$ cat src/rtl/syscall_pkg.sv
// Shared types and constants for the console-input syscall responder.
package syscall_pkg;

  typedef enum logic [2:0] {
    StIdle,
    StIntLead,
    StIntDig,
    StChar,
    StDone
  } state_e;

  localparam int unsigned READ_INT_CODE_DEFAULT  = 5;
  localparam int unsigned READ_CHAR_CODE_DEFAULT = 12;

  localparam logic [7:0] ASCII_NL    = 8'h0A;
  localparam logic [7:0] ASCII_SP    = 8'h20;
  localparam logic [7:0] ASCII_TAB   = 8'h09;
  localparam logic [7:0] ASCII_MINUS = 8'h2D;
  localparam logic [7:0] ASCII_ZERO  = 8'h30;
  localparam logic [7:0] ASCII_NINE  = 8'h39;

endpackage

$ cat src/rtl/ascii_digit_decode.sv
// Combinational ASCII decimal digit detector and value extractor.
module ascii_digit_decode
  import syscall_pkg::*;
#(
  parameter int unsigned CHAR_W = 8
) (
  input  logic [CHAR_W-1:0] ch,
  output logic              is_digit,
  output logic [3:0]        value
);

  // Classify the byte and strip the ASCII '0' offset when it is a digit.
  always_comb begin
    is_digit = (ch >= CHAR_W'(ASCII_ZERO)) && (ch <= CHAR_W'(ASCII_NINE));
    value    = is_digit ? 4'(ch - CHAR_W'(ASCII_ZERO)) : 4'd0;
  end

endmodule

$ cat src/rtl/syscall_reader.sv
// Syscall input responder: services read_int and read_char from a console byte stream,
// stalling the pipeline until a result is ready for $v0.
// Optional build macro: SYSCALL_READER_ECHO_EN adds an echo output stream of every
// accepted byte and gates InReady on EchoReady.
module syscall_reader
  import syscall_pkg::*;
#(
  parameter int unsigned WIDTH          = 32,
  parameter int unsigned CHAR_W         = 8,
  parameter int unsigned READ_INT_CODE  = READ_INT_CODE_DEFAULT,
  parameter int unsigned READ_CHAR_CODE = READ_CHAR_CODE_DEFAULT
) (
  input  logic              clk,
  input  logic              reset,
  input  logic              Syscall,
  input  logic [WIDTH-1:0]  V0,
  input  logic              InValid,
  input  logic [CHAR_W-1:0] InData,
  output logic              InReady,
  output logic              StallReq,
  output logic              WbValid,
  output logic [WIDTH-1:0]  WbData,
`ifdef SYSCALL_READER_ECHO_EN
  output logic              Overflow,
  output logic              EchoValid,
  output logic [CHAR_W-1:0] EchoData,
  input  logic              EchoReady
`else
  output logic              Overflow
`endif
);

  state_e           state_q;
  logic [WIDTH-1:0] acc_q;
  logic             neg_q;

  logic             trig_int;
  logic             trig_char;
  logic             busy;
  logic             xfer;
  logic             is_digit;
  logic [3:0]       dig_val;
  logic             is_blank;
  logic             is_nl;
  logic             is_minus;
  logic [WIDTH+3:0] mac;
  logic [WIDTH-1:0] int_result;

  ascii_digit_decode #(
    .CHAR_W (CHAR_W)
  ) u_digit (
    .ch       (InData),
    .is_digit (is_digit),
    .value    (dig_val)
  );

  // Trigger decode, stall request and input handshake.
  always_comb begin
    trig_int  = Syscall && (V0 == WIDTH'(READ_INT_CODE));
    trig_char = Syscall && (V0 == WIDTH'(READ_CHAR_CODE));
    busy      = (state_q == StIntLead) || (state_q == StIntDig) || (state_q == StChar);
    StallReq  = busy || ((state_q == StIdle) && (trig_int || trig_char));
`ifdef SYSCALL_READER_ECHO_EN
    InReady   = busy && EchoReady;
`else
    InReady   = busy;
`endif
    xfer      = InValid && InReady;
  end

`ifdef SYSCALL_READER_ECHO_EN
  // Echo mirrors every transfer, including bytes the parser throws away.
  always_comb begin
    EchoValid = xfer;
    EchoData  = InData;
  end
`endif

  // Byte classification and the decimal accumulate step (4 guard bits catch overflow).
  always_comb begin
    is_blank   = (InData == CHAR_W'(ASCII_SP)) || (InData == CHAR_W'(ASCII_TAB));
    is_nl      = (InData == CHAR_W'(ASCII_NL));
    is_minus   = (InData == CHAR_W'(ASCII_MINUS));
    mac        = ({4'b0000, acc_q} * (WIDTH + 4)'(10)) + (WIDTH + 4)'(dig_val);
    int_result = neg_q ? (WIDTH'(0) - acc_q) : acc_q;
  end

  // Main FSM with registered result, strobe and overflow flag.
  always_ff @(posedge clk or posedge reset) begin
    if (reset) begin
      state_q  <= StIdle;
      acc_q    <= '0;
      neg_q    <= 1'b0;
      WbValid  <= 1'b0;
      WbData   <= '0;
      Overflow <= 1'b0;
    end else begin
      WbValid <= 1'b0;
      unique case (state_q)
        StIdle: begin
          if (trig_int) begin
            state_q  <= StIntLead;
            acc_q    <= '0;
            neg_q    <= 1'b0;
            Overflow <= 1'b0;
          end else if (trig_char) begin
            state_q <= StChar;
          end
        end
        StIntLead: begin
          // Blanks and unrecognised bytes are consumed without effect.
          if (xfer && !is_blank) begin
            if (is_minus) begin
              neg_q   <= 1'b1;
              state_q <= StIntDig;
            end else if (is_digit) begin
              acc_q   <= WIDTH'(dig_val);
              state_q <= StIntDig;
            end else if (is_nl) begin
              WbData  <= '0;
              WbValid <= 1'b1;
              state_q <= StDone;
            end
          end
        end
        StIntDig: begin
          if (xfer) begin
            if (is_digit) begin
              acc_q <= mac[WIDTH-1:0];
              if (|mac[WIDTH+3:WIDTH]) begin
                Overflow <= 1'b1;
              end
            end else if (is_nl) begin
              WbData  <= int_result;
              WbValid <= 1'b1;
              state_q <= StDone;
            end
          end
        end
        StChar: begin
          if (xfer) begin
            WbData  <= WIDTH'(InData);
            WbValid <= 1'b1;
            state_q <= StDone;
          end
        end
        StDone: begin
          state_q <= StIdle;
        end
        default: begin
          state_q <= StIdle;
        end
      endcase
    end
  end

endmodule

$ cat config.mk
export PLATFORM = sky130hd
export DESIGN_NAME = syscall_reader
export DESIGN_NICKNAME = d
export VERILOG_FILES = /design/src/rtl/syscall_pkg.sv /design/src/rtl/ascii_digit_decode.sv /design/src/rtl/syscall_reader.sv
export SDC_FILE = /design/constraint.sdc
export NUM_CORES = 1
export LEC_CHECK = 0
export ABC_AREA = 1
export ABC_CLOCK_PERIOD_IN_PS = 3700
export BUFFER_PORTS_ARGS = -buffer_cell sky130_fd_sc_hd__buf_4
export CORE_MARGIN = 5
export CORE_UTILIZATION = 60
export DETAILED_ROUTE_END_ITERATION = 7
export PLACE_DENSITY = 0.77
export SYNTH_ARGS = -nofsm -noshare
export SYNTH_HDL_FRONTEND = slang
export SYNTH_SLANG_ARGS = --single-unit
$ cat constraint.sdc
create_clock -name clk -period 3.7 [get_ports clk]
set_clock_uncertainty 0.2 [all_clocks]
set_input_delay 0.74 -clock clk [delete_from_list [all_inputs] [get_ports clk]]
set_output_delay 0.74 -clock clk [all_outputs]
set_load 0.01 [all_outputs]
==> qor.csv, run 1 <==
metric;value;unit
synth-async-reset-ratio;1.00;
syn_avg_cell_area;6.18;sq um
cts_sinks;70;
syn-num-nets;1327;
grt_use_total;0.304;
syn-cell-area;0.00752;sq mm
n_antenna_cell;0;
die-area;0.0149;sq mm
port_buffers;79;
drcViolationCount;0;
worstRegToRegCells;20;
cts-htree-levels;3;
first_iter_violations;695;
r2r_start;acc_q[1]$_DFFE_PP0P_;
synth-compound-area-share;0.113;
cp-end-kind;flip-flop;
ys_types;44;
cp_top_family;simple AND/OR/NAND/NOR gates;
ir_worst_vdd;0.000340;V
powerDensity;500;mW/mm^2
critPathArrivalTime;3.59;ns
totalWireLength;22400;um
synth_edf_count;0;
path_class;input port to flip-flop;
firstDrtPassIters;7;
cp_max_fo;4;
fmax;0.280;GHz
synth_seq_area_share;0.233;
grt_first_pass_wirelength;36300;um
pre_cts_slack;-0.343;ns
cts.root.buffer_cell;clkbuf_16;
finalCritPeriodShare;0.965;
viasPerCell;5.44;
synth-simple-area-share;0.397;
drv_cap;0;
synth_fa_ha_area_frac;0.112;
synth_top_family_by_area;simple AND/OR/NAND/NOR gates;
fp.dieH;122;um
grt_overflow;0;
setup_ws;0.129;ns
cp-startpoint;InData[6];
place_congestion;0.981;
drv_slew;0;
synthCells;1217;
ant_nets;0;
synth.mux.area_fraction;0;
clk_latency;0.33;ns
grt_max_degree;38;
dpl.hpwl;18200;um
cpPeakStageDelay;0.37;ns
required;3.72;ns
outcome;completed;
r2r_end;Overflow$_DFFE_PP0P_;
syn2layout_area_growth;21.3;%
vias;8290;
initial_core_util;0.603;
timing.critical_path.buf_inv;3;
antenna_found_initial;0;
rrSetupSlack;0.20;ns
final_cells;1525;
die_w;122;um
slowest_stage;fa_2;
hp-start;WbData[25]$_DFFE_PP0P_;
finalCriticalPeriod;3.57;ns
final-setup-viol-count;0;
yosysWarnings;0;
hold_viol;0;
nFillCells;1175;
cts_max_path_buffers;2;
rsz0062_at_grt;true;
synth-xor-area-share;0.0361;
cts_tree;done;
wire_per_inst;14.7;um
endpoint;Overflow$_DFFE_PP0P_;
coreArea;0.0125;sq mm
synth_ff_type;dfrtp_1;
final_core_util;0.732;
path_clk_slew;0.05;ns
p_leak;0.00485;uW
relSlewSlack;0.494;
first_global_vias;7622;
crit_cells;26;
total_power;4560;uW
drive_above_1_share;0.171;
ios;80;
cts_buffers;9;
ys_ff_latch;70;
num_rows;41;
nets;1459;
dp_cells;1500;
crit_top_cell;nand2_1;
cp-start-kind;input port;
tightest_slew;0.758;ns
hp-class;flip-flop to flip-flop;
[worst min-delay path, stage by stage (launching register included)]
cell and delay (ns):
dfrtp_1 0.34, nand2_1 0.06, nand2_1 0.05
[metal layers]
layer	up-vias	global-route usage	part of all wire
met1	3735	0.429	0.46
met5	-	0	0
met4	0	0.101	0.031
met2	302	0.490	0.44
met3	52	0.0297	0.076
li1	4201	-	-
[placed cells by master, fill, tap and decap left out, drive strengths merged, types with 3 or more instances in the layout]
cell / count
nand2: 411
o22ai: 9
xnor2: 6
nand3b: 6
ha: 64
clkinv: 3
nor2: 137
nand4: 20
nor3: 19
nand3: 93
dfrtp: 70
a31oi: 8
clkbuf: 13
o21ai: 76
xor2: 25
inv: 189
a21oi: 32
nor4: 9
buf: 137
o211ai: 7
[worst min path at each step]
stage,depth (start not counted),endpoint
CTS,2,WbData[25]$_DFFE_PP0P_
global route,2,WbData[25]$_DFFE_PP0P_
detailed placement,2,WbData[25]$_DFFE_PP0P_
global placement,2,WbData[30]$_DFFE_PP0P_
floorplan,2,Overflow$_DFFE_PP0P_
finish,2,WbData[25]$_DFFE_PP0P_
[what timing repair did]
| item | in CTS | in global routing |
|---|---|---|
| hold buffers | 0 | 0 |
| endpoints found under the setup margin | 1 | 12 |
| setup buffers | 0 | 10 |
| pin swaps | 0 | 25 |
| resized for setup | 2 | 37 |
[cell usage after synthesis (3+ instances only)]
library cell | n | area share
nand2_1 | 406 | 0.20
inv_1 | 182 | 0.091
nor2_1 | 125 | 0.062
nand3_1 | 91 | 0.061
dfrtp_1 | 70 | 0.23
ha_1 | 64 | 0.11
o21ai_0 | 51 | 0.034
a21oi_1 | 30 | 0.020
xor2_1 | 25 | 0.029
o21ai_1 | 21 | 0.014
nand4_1 | 20 | 0.017
nor3_1 | 10 | 0.0067
nor2_2 | 9 | 0.0075
nor4_1 | 9 | 0.0075
a31oi_1 | 8 | 0.0067
nor3_2 | 8 | 0.011
clkbuf_1 | 7 | 0.0035
inv_2 | 7 | 0.0035
o211ai_1 | 7 | 0.0070
nand3b_1 | 6 | 0.0060
xnor2_1 | 6 | 0.0070
nand2_2 | 5 | 0.0042
o22ai_1 | 5 | 0.0042
buf_6 | 4 | 0.0060
o21ai_2 | 4 | 0.0047
o22ai_2 | 4 | 0.0067
buf_4 | 3 | 0.0030
nor2_4 | 3 | 0.0045
[cells by family after synthesis]
group | after synthesis
AO/OA/AOI/OAI | 145
XOR/XNOR | 31
adder cells (fa/ha/maj) | 66
buffers and inverters | 206
flip-flops | 70
AND/OR/NAND/NOR | 699
[power by group]
| part | internal (uW) | total, uW | switching, uW |
|---|---|---|---|
| registers | 952 | 1130 | 174 |
| clock network | 448 | 749 | 302 |
| logic | 1020 | 2690 | 1670 |
[sequential cells by signal, summed over array words and instances (netlist names)]
register / flops
neg_q: 1
acc_q: 32
state_q: 3
Overflow: 1
WbValid: 1
WbData: 32
[cell type report]
type / instances / area [sq um] / share of cell area
Clock buffer: 13 / 240 / 0.0263
Clock inverter: 2 / 10.0 / 0.00110
Multi-Input combinational cell: 941 / 5140 / 0.564
Sequential cell: 70 / 1750 / 0.192
Inverter: 190 / 713 / 0.0782
Tap cell: 172 / 215 / 0.0236
Timing Repair Buffer: 137 / 1050 / 0.115
[per-stage QoR]
step	hold slack (ns)	area [sq um]	TNS, ns
after floorplan	0.304	7570	-0.0667
after global placement	0.267	8650	-1.17
after detailed placement	0.270	8650	-2.27
after CTS	0.284	8910	0
after global routing	0.298	9120	-0.211
final	0.283	9120	0
(Power assumes the default switching activity.)
==> run 2, diff against run 1 <==
- ABC_CLOCK_PERIOD_IN_PS: 3700 -> 4150
- clock period: 3.7 -> 4.15 ns (I/O delays scaled with it)
==> run 2 against run 1 <==
Against the previous run:
- critical path depth stayed put
- die area stayed put
- flip-flop and latch count stayed put
- clock power is 3.2% lower
- cell count is 2.0% lower
- global-route usage is 1.2 points lower
- clock-buffer cell count is 1 lower
- setup slack better by 0.21 ns
- via count is 1.6% lower
==> qor.csv, run 2 (synthesis results as in run 1) <==
metric;value;unit
firstDrtPassIters;6;
wire_per_inst;14.3;um
n_antenna_cell;0;
tightest_slew;0.885;ns
holdPathStages;2;
dp_cells;1477;
finalCritPeriodShare;0.919;
cp-end-kind;flip-flop;
ir_worst_vdd;0.000210;V
initial_core_util;0.603;
path_clk_slew;0.06;ns
drcViolationCount;0;
num_rows;41;
crit_top_cell;nand2_1;
place_congestion;0.972;
fp.dieH;122;um
p_seq_frac;0.258;
final_common_cell;nand2_1;
dpl.hpwl;17600;um
coreArea;0.0125;sq mm
final_core_util;0.704;
nFillCells;1171;
setup_ws;0.337;ns
clkPwrFrac;0.183;
layout_common_cells;nand2_1, inv_1, nor2_1;
finalCriticalPeriod;3.81;ns
port_buffers;79;
grt_max_degree;71;
drv_slew;0;
hp-class;flip-flop to flip-flop;
first_iter_violations;638;
vias;8160;
grt_overflow;0;
die-area;0.0149;sq mm
clk_latency;0.33;ns
cts_sinks;70;
combPwrFrac;0.559;
hold_viol;0;
worstRegToRegCells;16;
ios;80;
cts_max_path_buffers;2;
first_global_vias;7253;
cts-htree-levels;3;
reg.largest.list;WbData: 32 flops, acc_q: 32 flops, state_q: 3 flops;
path_class;input port to flip-flop;
final-setup-viol-count;0;
switching_share;0.467;
cpPeakStageDelay;0.33;ns
p_int;2110;uW
cts_hold_buf;0;
powerDensity;452;mW/mm^2
rsz0062_at_grt;false;
fmax;0.262;GHz
grt_use_total;0.292;
ant_nets;0;
cp_max_fo;3;
final_cells;1495;
cts_tree;done;
slowest_stage;fa_2;
cp-start-kind;input port;
critPathArrivalTime;3.84;ns
power.switching;1850;uW
totalWireLength;21300;um
antenna_found_initial;0;
viasPerCell;5.46;
cts_buffers;9;
required;4.18;ns
grt_first_pass_wirelength;34900;um
drv_cap;0;
nets;1428;
relSlewSlack;0.410;
rrSetupSlack;0.37;ns
pre_cts_slack;-0.147;ns
syn2layout_area_growth;16.7;%
drive_above_1_share;0.136;
p_leak;0.00472;uW
cts.root.buffer_cell;clkbuf_16;
outcome;completed;
die_w;122;um
[run 2: cell count changes in the layout (fill, tap and decap cells not counted), sizes merged]
cell / change
clkbuf: -1
clkinv: +2
buf: -31
[run 2: final cells by class]
class                           count  area [sq um]  share of cell area
Tap cell                          172           215              0.0245
Multi-Input combinational cell    941          5020               0.571
Clock inverter                      4          20.0             0.00228
Clock buffer                       12           267              0.0304
Timing Repair Buffer              106           796              0.0906
Sequential cell                    70          1750               0.200
Inverter                          190           713              0.0812
[run 2: critical path: cells and delay by family]
family	cells	cell delay [ns]
adders and majority gates	2	0.52
and+or+nand+nor	20	2.17
buffers and inverters	3	0.22
AOI/OAI and AO/OA	1	0.08
[run 2: power groups by stage]
stage,clock [uW],sequential [uW],combinational [uW]
2_1_floorplan,0,1030,1510
3_3_place_gp,0,1020,2150
3_5_place_dp,0,1030,2170
4_1_cts,731,1020,2190
5_1_grt,761,1040,2500
6_report,725,1020,2220
[run 2: what timing repair did]
action | CTS | global route
endpoints found under the setup margin | 0 | 6
resized for setup | 0 | 16
setup buffers | 0 | 2
[run 2: per-layer routing]
metal	track usage	vias to the layer above	part of all wire	routed length (um)
li1	-	4122	-	-
met1	0.408	3709	0.47	10000
met2	0.473	291	0.44	9300
met3	0.0283	38	0.069	1480
met4	0.101	0	0.024	522
met5	0	-	0	0
[run 2: final timing paths]
kind | endpoint | from
worst max-delay path | Overflow$_DFFE_PP0P_ | InData[7]
worst min-delay path | WbData[30]$_DFFE_PP0P_ | WbData[30]$_DFFE_PP0P_
worst max register to register | acc_q[30]$_DFFE_PP0P_ | acc_q[3]$_DFFE_PP0P_
worst min register to register | WbData[30]$_DFFE_PP0P_ | WbData[30]$_DFFE_PP0P_
max in group asynchronous | acc_q[7]$_DFFE_PP0P_ | reset
min in group asynchronous | WbData[31]$_DFFE_PP0P_ | reset
[run 2: stage by stage]
stage	hold slack (ns)	total power [uW]	setup TNS, ns	cell area (sq um)
floorplan	0.304	2550	0	7520
global placement	0.267	3170	-0.0162	8410
detailed placement	0.269	3200	-0.513	8410
CTS	0.283	3940	0	8700
global route	0.309	4300	0	8780
finish	0.280	3970	0	8780
